[src/rtl/ifetch_pkg.sv]
// Shared definitions for the instruction fetch unit of the 16-bit core.
// Word/timer sizes, fetch FSM encodings and a saturating-increment helper.
// Optional statistics counters in ifetch_unit are enabled with IFETCH_STATS_EN.
`ifndef WORD_SIZE
`define WORD_SIZE 16
`endif
`ifndef TIMER_SIZE
`define TIMER_SIZE 16
`endif

package ifetch_pkg;

   // Fetch controller states, also exposed on the state_dbg port.
   typedef enum logic [1:0] {
      IF_IDLE  = 2'd0,
      IF_REQ   = 2'd1,
      IF_ADV   = 2'd2,
      IF_DRAIN = 2'd3
   } if_state_t;

   localparam int STAT_W = 16;

   // Increment that sticks at all-ones instead of wrapping.
   function automatic logic [STAT_W-1:0] sat_inc(input logic [STAT_W-1:0] v);
      return (&v) ? v : v + 1'b1;
   endfunction

endpackage

[src/rtl/ifetch_queue.sv]
// Small FIFO holding fetched {address, instruction} pairs for the decoder.
// Flush empties it in one cycle and wins over push/pop; pointers wrap
// naturally because DEPTH is a power of two.
module ifetch_queue #(
   parameter int DEPTH = 2,
   parameter int W     = 16
) (
   input  logic                     clk,
   input  logic                     rst,
   input  logic                     push,
   input  logic [W-1:0]             push_addr,
   input  logic [W-1:0]             push_data,
   input  logic                     pop,
   input  logic                     flush,
   output logic [$clog2(DEPTH):0]   count,
   output logic                     head_valid,
   output logic [W-1:0]             head_addr,
   output logic [W-1:0]             head_data
);

   localparam int PW = $clog2(DEPTH);

   logic [W-1:0]  addr_mem [DEPTH];
   logic [W-1:0]  data_mem [DEPTH];
   logic [PW-1:0] rd_ptr;
   logic [PW-1:0] wr_ptr;

   // Storage, pointers and occupancy; flush discards everything incl. a same-cycle pop.
   always_ff @(posedge clk) begin
      if (rst) begin
         rd_ptr <= '0;
         wr_ptr <= '0;
         count  <= '0;
         for (int i = 0; i < DEPTH; i++) begin
            addr_mem[i] <= '0;
            data_mem[i] <= '0;
         end
      end else if (flush) begin
         rd_ptr <= '0;
         wr_ptr <= '0;
         count  <= '0;
      end else begin
         if (push) begin
            addr_mem[wr_ptr] <= push_addr;
            data_mem[wr_ptr] <= push_data;
            wr_ptr           <= wr_ptr + 1'b1;
         end
         if (pop) begin
            rd_ptr <= rd_ptr + 1'b1;
         end
         case ({push, pop})
            2'b10:   count <= count + 1'b1;
            2'b01:   count <= count - 1'b1;
            default: count <= count;
         endcase
      end
   end

   assign head_valid = (count != '0);
   assign head_addr  = addr_mem[rd_ptr];
   assign head_data  = data_mem[rd_ptr];

endmodule

[src/rtl/ifetch_unit.sv]
// Instruction fetch controller: issues one memory read per free queue slot,
// buffers results toward decode and pulses the PC block (increment after a
// fetch, load on redirect). Optional counters stat_fetch/stat_discard exist
// only when IFETCH_STATS_EN is defined.
// Handshakes: mem_req rises with mem_addr and both hold until a cycle with
// mem_ack=1, which completes the read; a request is never withdrawn early.
// Decode side: instr is consumed in a cycle with instr_valid && instr_ready;
// instr/instr_pc hold while instr_ready is low.
module ifetch_unit
   import ifetch_pkg::*;
#(
   parameter int QDEPTH = 2,
   parameter int W      = `WORD_SIZE
) (
   input  logic         clk,
   input  logic         rst,
   input  logic [W-1:0] pc_value,
   output logic [W-1:0] pc_data,
   output logic         pc_offset,
   output logic         pc_load,
   output logic         mem_req,
   output logic [W-1:0] mem_addr,
   input  logic         mem_ack,
   input  logic [W-1:0] mem_rdata,
   output logic         instr_valid,
   output logic [W-1:0] instr,
   output logic [W-1:0] instr_pc,
   input  logic         instr_ready,
   input  logic         redirect,
   input  logic [W-1:0] redirect_addr,
   output logic [1:0]   state_dbg
`ifdef IFETCH_STATS_EN
   ,
   output logic [STAT_W-1:0] stat_fetch,
   output logic [STAT_W-1:0] stat_discard
`endif
);

   localparam int CW = $clog2(QDEPTH) + 1;

   if_state_t     state, state_nxt;
   logic          req_nxt;
   logic [W-1:0]  addr_nxt;
   logic          offset_nxt;
   logic          load_nxt;
   logic [W-1:0]  data_nxt;
   logic          q_push;
   logic          q_pop;
   logic          q_flush;
   logic [CW-1:0] q_count;

   assign q_pop     = instr_valid && instr_ready;
   assign state_dbg = state;

   ifetch_queue #(.DEPTH(QDEPTH), .W(W)) u_queue (
      .clk        (clk),
      .rst        (rst),
      .push       (q_push),
      .push_addr  (mem_addr),
      .push_data  (mem_rdata),
      .pop        (q_pop),
      .flush      (q_flush),
      .count      (q_count),
      .head_valid (instr_valid),
      .head_addr  (instr_pc),
      .head_data  (instr)
   );

   // Next state, request registers and PC pulses; redirect beats fetch/push.
   always_comb begin
      state_nxt  = state;
      req_nxt    = mem_req;
      addr_nxt   = mem_addr;
      offset_nxt = 1'b0;
      load_nxt   = 1'b0;
      data_nxt   = '0;
      q_push     = 1'b0;
      q_flush    = 1'b0;
      if (redirect) begin
         load_nxt = 1'b1;
         data_nxt = redirect_addr;
         q_flush  = 1'b1;
      end
      case (state)
         IF_IDLE: begin
            if (redirect) begin
               state_nxt = IF_ADV;
            end else if (q_count < CW'(QDEPTH)) begin
               req_nxt   = 1'b1;
               addr_nxt  = pc_value;
               state_nxt = IF_REQ;
            end
         end
         IF_REQ: begin
            if (mem_ack) begin
               req_nxt   = 1'b0;
               state_nxt = IF_ADV;
               if (!redirect) begin
                  q_push     = 1'b1;
                  offset_nxt = 1'b1;
                  data_nxt   = W'(1);
               end
            end else if (redirect) begin
               state_nxt = IF_DRAIN;
            end
         end
         IF_ADV: begin
            state_nxt = redirect ? IF_ADV : IF_IDLE;
         end
         IF_DRAIN: begin
            // Stale response: throw it away once it finally arrives.
            if (mem_ack) begin
               req_nxt   = 1'b0;
               state_nxt = IF_ADV;
            end
         end
         default: begin
            state_nxt = IF_IDLE;
         end
      endcase
   end

   // State and registered outputs; reset drops any outstanding request.
   always_ff @(posedge clk) begin
      if (rst) begin
         state     <= IF_IDLE;
         mem_req   <= 1'b0;
         mem_addr  <= '0;
         pc_offset <= 1'b0;
         pc_load   <= 1'b0;
         pc_data   <= '0;
      end else begin
         state     <= state_nxt;
         mem_req   <= req_nxt;
         mem_addr  <= addr_nxt;
         pc_offset <= offset_nxt;
         pc_load   <= load_nxt;
         pc_data   <= data_nxt;
      end
   end

`ifdef IFETCH_STATS_EN
   logic discard;
   assign discard = mem_req && mem_ack &&
                    (((state == IF_REQ) && redirect) || (state == IF_DRAIN));

   // Saturating counts of pushed instructions and responses dropped by redirect.
   always_ff @(posedge clk) begin
      if (rst) begin
         stat_fetch   <= '0;
         stat_discard <= '0;
      end else begin
         if (q_push)  stat_fetch   <= sat_inc(stat_fetch);
         if (discard) stat_discard <= sat_inc(stat_discard);
      end
   end
`else
   // Statistics counters not built.
`endif

endmodule

[config.mk]
export PLATFORM = sky130hd
export DESIGN_NAME = ifetch_unit
export DESIGN_NICKNAME = d
export VERILOG_FILES = /design/src/rtl/ifetch_pkg.sv /design/src/rtl/ifetch_queue.sv /design/src/rtl/ifetch_unit.sv
export SDC_FILE = /design/constraint.sdc
export NUM_CORES = 1
export LEC_CHECK = 0
export ABC_AREA = 1
export ABC_CLOCK_PERIOD_IN_PS = 4200
export CAP_MARGIN = 25
export CORE_MARGIN = 2
export CORE_UTILIZATION = 35
export DETAILED_ROUTE_END_ITERATION = 12
export PLACE_DENSITY = 0.6
export SLEW_MARGIN = 20
export SYNTH_ARGS = -nofsm -noshare
export SYNTH_HDL_FRONTEND = slang
export SYNTH_SLANG_ARGS = --single-unit
[constraint.sdc]
create_clock -name clk -period 4.2 [get_ports clk]
set_input_delay 0.84 -clock clk [delete_from_list [all_inputs] [get_ports clk]]
set_output_delay 0.84 -clock clk [all_outputs]
set_load 0.02 [all_outputs]
==> impl_metrics.yaml <==
outcome:
  status: "completed"
sta:
  hold_violations: 0
  fmax_mhz: 326
  fin_skew_ps: 10.6
  worst_pin_slew_ps: 853
  rsz0062_at_grt: "false"
  slew_headroom: 0.430
  setup_violations: 0
  setup_tns_ps: 0
  maxSlewViolCount: 0
  fin_crit_sh: 0.729
  min_period_ps: 3060
global_routing:
  grt_pass1_vias: 2977
  grt_pass1_wl_mm: 14.6
  overflow: 0
  grt_max_degree: 33
  antenna_found_initial: 0
  grt_usage: 0.147
power_and_ir_drop:
  pwr-share-comb: 0.122
  p_int_uw: 1780
  pwr-share-clk: 0.371
  power.density_mw_per_mm2: 392
  switching_share: 0.230
  p_leak_uw: 0.00229
  max-vdd-ir-drop_uv: 180
  p_seq_frac: 0.508
  switching_power_uw: 530
yosys:
  synth_area_leaders: "edfxtp_1, dfxtp_1, nor2_1, mux2_2, inv_1"
  synthCells: 388
  synth_edf_count: 64
  synth_async_sr_flop_share: 0
  ys_seq_area_frac: 0.652
  yosys_most_used_dff: "edfxtp_1"
  yosysTopAreaCell: "edfxtp_1"
  avgSynthCellArea_um2: 10.9
  yosysTopAreaCellShare: 0.453
  synth-seq-cells: 106
  yosysUniqueCellTypes: 29
  syn_nets: 442
  synth.most_common_cell: "nor2_1"
  ys_top_cells_by_count: "nor2_1, edfxtp_1, dfxtp_1"
  syn_area_mm2: 0.00424
  yosysWarnings: 0
route:
  ant_nets: 0
  first_pass_iters: 4
  vias_per_cell: 4.48
  wl_per_cell_um: 14.3
  via_count: 2959
  drt_wl_total_mm: 9.42
  drc: 0
  dr.first_iter.drc_count: 118
setup_path:
  worstPathArrival_ps: 2220
  worst-path-buf-inv: 1
  crit_chain: "mux2_2 > clkdlybuf4s50_1"
  crit_path_start_kind: "flop"
  cp_top_family: "flip-flops"
  cp_slowest_stage_delay_ps: 890
  cp_max_fo: 32
  cp_slowest_cell: "dfxtp_2"
  crit_required_ps: 3360
  crit_type: "flop to output port"
  cp-end-kind: "output port"
finish:
  fin_util: 0.495
  syn_to_final_growth_pct: 39.0
  drive_gt1_frac: 0.154
  antennaDiodeCount: 0
  final_nets: 563
  stdcell_area_mm2: 0.00589
  fillers: 1103
cts:
  h-tree-depth: 3
  clk_pin_slew_ps: 70
  cts-buffers-inserted: 9
  clkSinkCount: 106
  cts_tree: "done"
  cts_hold_buf: 0
  cts_resized: 0
  cts_setup_buffers: 0
  clkLatencyLatePin_ps: 340
  clock-root-buffer: "clkbuf_16"
  clock_path_buffers: 2
placed_design:
  gp_congestion: 0.710
  post_dp_cell_area_mm2: 0.00558
  port_buffers: 122
  hpwl_mm: 6.32
floorplan:
  die_h_um: 114
  io_pins: 123
  die_area_mm2: 0.0130
  floorplan.rows: 40
  chipWidth_um: 114
  core_region_area_mm2: 0.0119
  initial_core_util: 0.356
worst_hold_path:
  min_path_type: "flop to flop"
job:
  drv_cap: 0
-- final timing paths --
| path | start | slack [ps] | to | cells past startpoint |
|---|---|---|---|---|
| worst max-delay path | flop | 1140 | instr_pc[4] | 2 |
| worst min register to register | u_queue.wr_ptr | 500 | u_queue.wr_ptr | 2 |
| worst min-delay path | u_queue.wr_ptr | 500 | u_queue.wr_ptr | 2 |
| worst max register to register | state_dbg[1] | 2480 | u_queue.data_mem[1][4] | 6 |
-- power groups by stage --
stage / clock network [µW] / registers, µW / logic, µW
2_1_floorplan: 0 / 1220 / 108
3_3_place_gp: 0 / 1190 / 282
3_5_place_dp: 0 / 1190 / 283
4_1_cts: 878 / 1170 / 284
5_1_grt: 909 / 1180 / 302
6_report: 855 / 1170 / 281
-- worst register-to-register path, delay by kind of cell, from the launching register on --
kind	cells	cell delay [ps]
simple gates	4	600
flops	1	390
buf+inv	2	410
-- sequential cells by signal, summed over array words and instances (netlist names), named ones only --
| name | count |
|---|---|
| u_queue.addr_mem | 32 |
| u_queue.wr_ptr | 1 |
| u_queue.data_mem | 32 |
| u_queue.rd_ptr | 1 |
| state_dbg | 2 |
| mem_addr | 16 |
| pc_data | 16 |
| pc_load | 1 |
| u_queue.count | 2 |
| mem_req | 1 |
| pc_offset | 1 |
-- logic make-up after synthesis --
| kind of cell | share of synthesized area |
|---|---|
| AOI/OAI and AO/OA | 0.0292 |
| adders and majority gates | 0.00295 |
| buffers and inverters | 0.0664 |
| DFF | 0.652 |
| muxes | 0.0850 |
| and+or+nand+nor | 0.165 |
-- area by class of cell --
type                       count  area (µm²)  area share
clock inverter                 3        17.5     0.00297
multi-input combinational    220        1200       0.203
sequential                   106        2760       0.469
timing repair buffer         128        1270       0.215
clock buffer                  13         294      0.0499
inverter                      44         168      0.0285
tap                          147         184      0.0312
-- per-stage QoR --
stage	std cells	power, µW	hold WS, ps	setup slack, ps
floorplan	388	1330	455	1760
CTS	661	2330	503	1110
global placement	645	1470	472	1260
detailed placement	645	1480	486	1220
global route	661	2390	523	1010
finish	661	2310	505	1140
-- per-layer routing --
layer | wire [µm] | up-vias | track usage
li1 | - | 1491 | -
met1 | 4230 | 1368 | 0.180
met2 | 4390 | 91 | 0.241
met3 | 675 | 9 | 0.0519
met4 | 127 | 0 | 0.0512
met5 | 0 | - | 0
-- placed cells by master (no fill, tap or decap), types with 2 or more instances in the layout --
| cell type | instances |
|---|---|
| nor2_4 | 2 |
| mux2_2 | 30 |
| mux2_1 | 2 |
| inv_1 | 41 |
| a21oi_1 | 2 |
| clkbuf_16 | 11 |
| nor2_2 | 17 |
| nor2_1 | 106 |
| nand2_1 | 30 |
| dfxtp_1 | 41 |
| inv_2 | 3 |
| edfxtp_1 | 64 |
| nand4_1 | 2 |
| nand2_2 | 2 |
| buf_4 | 6 |
| clkdlybuf4s50_1 | 122 |
| o21ai_0 | 16 |
| nand3_1 | 2 |
No activity file was read; power rests on OpenSTA's default activity.
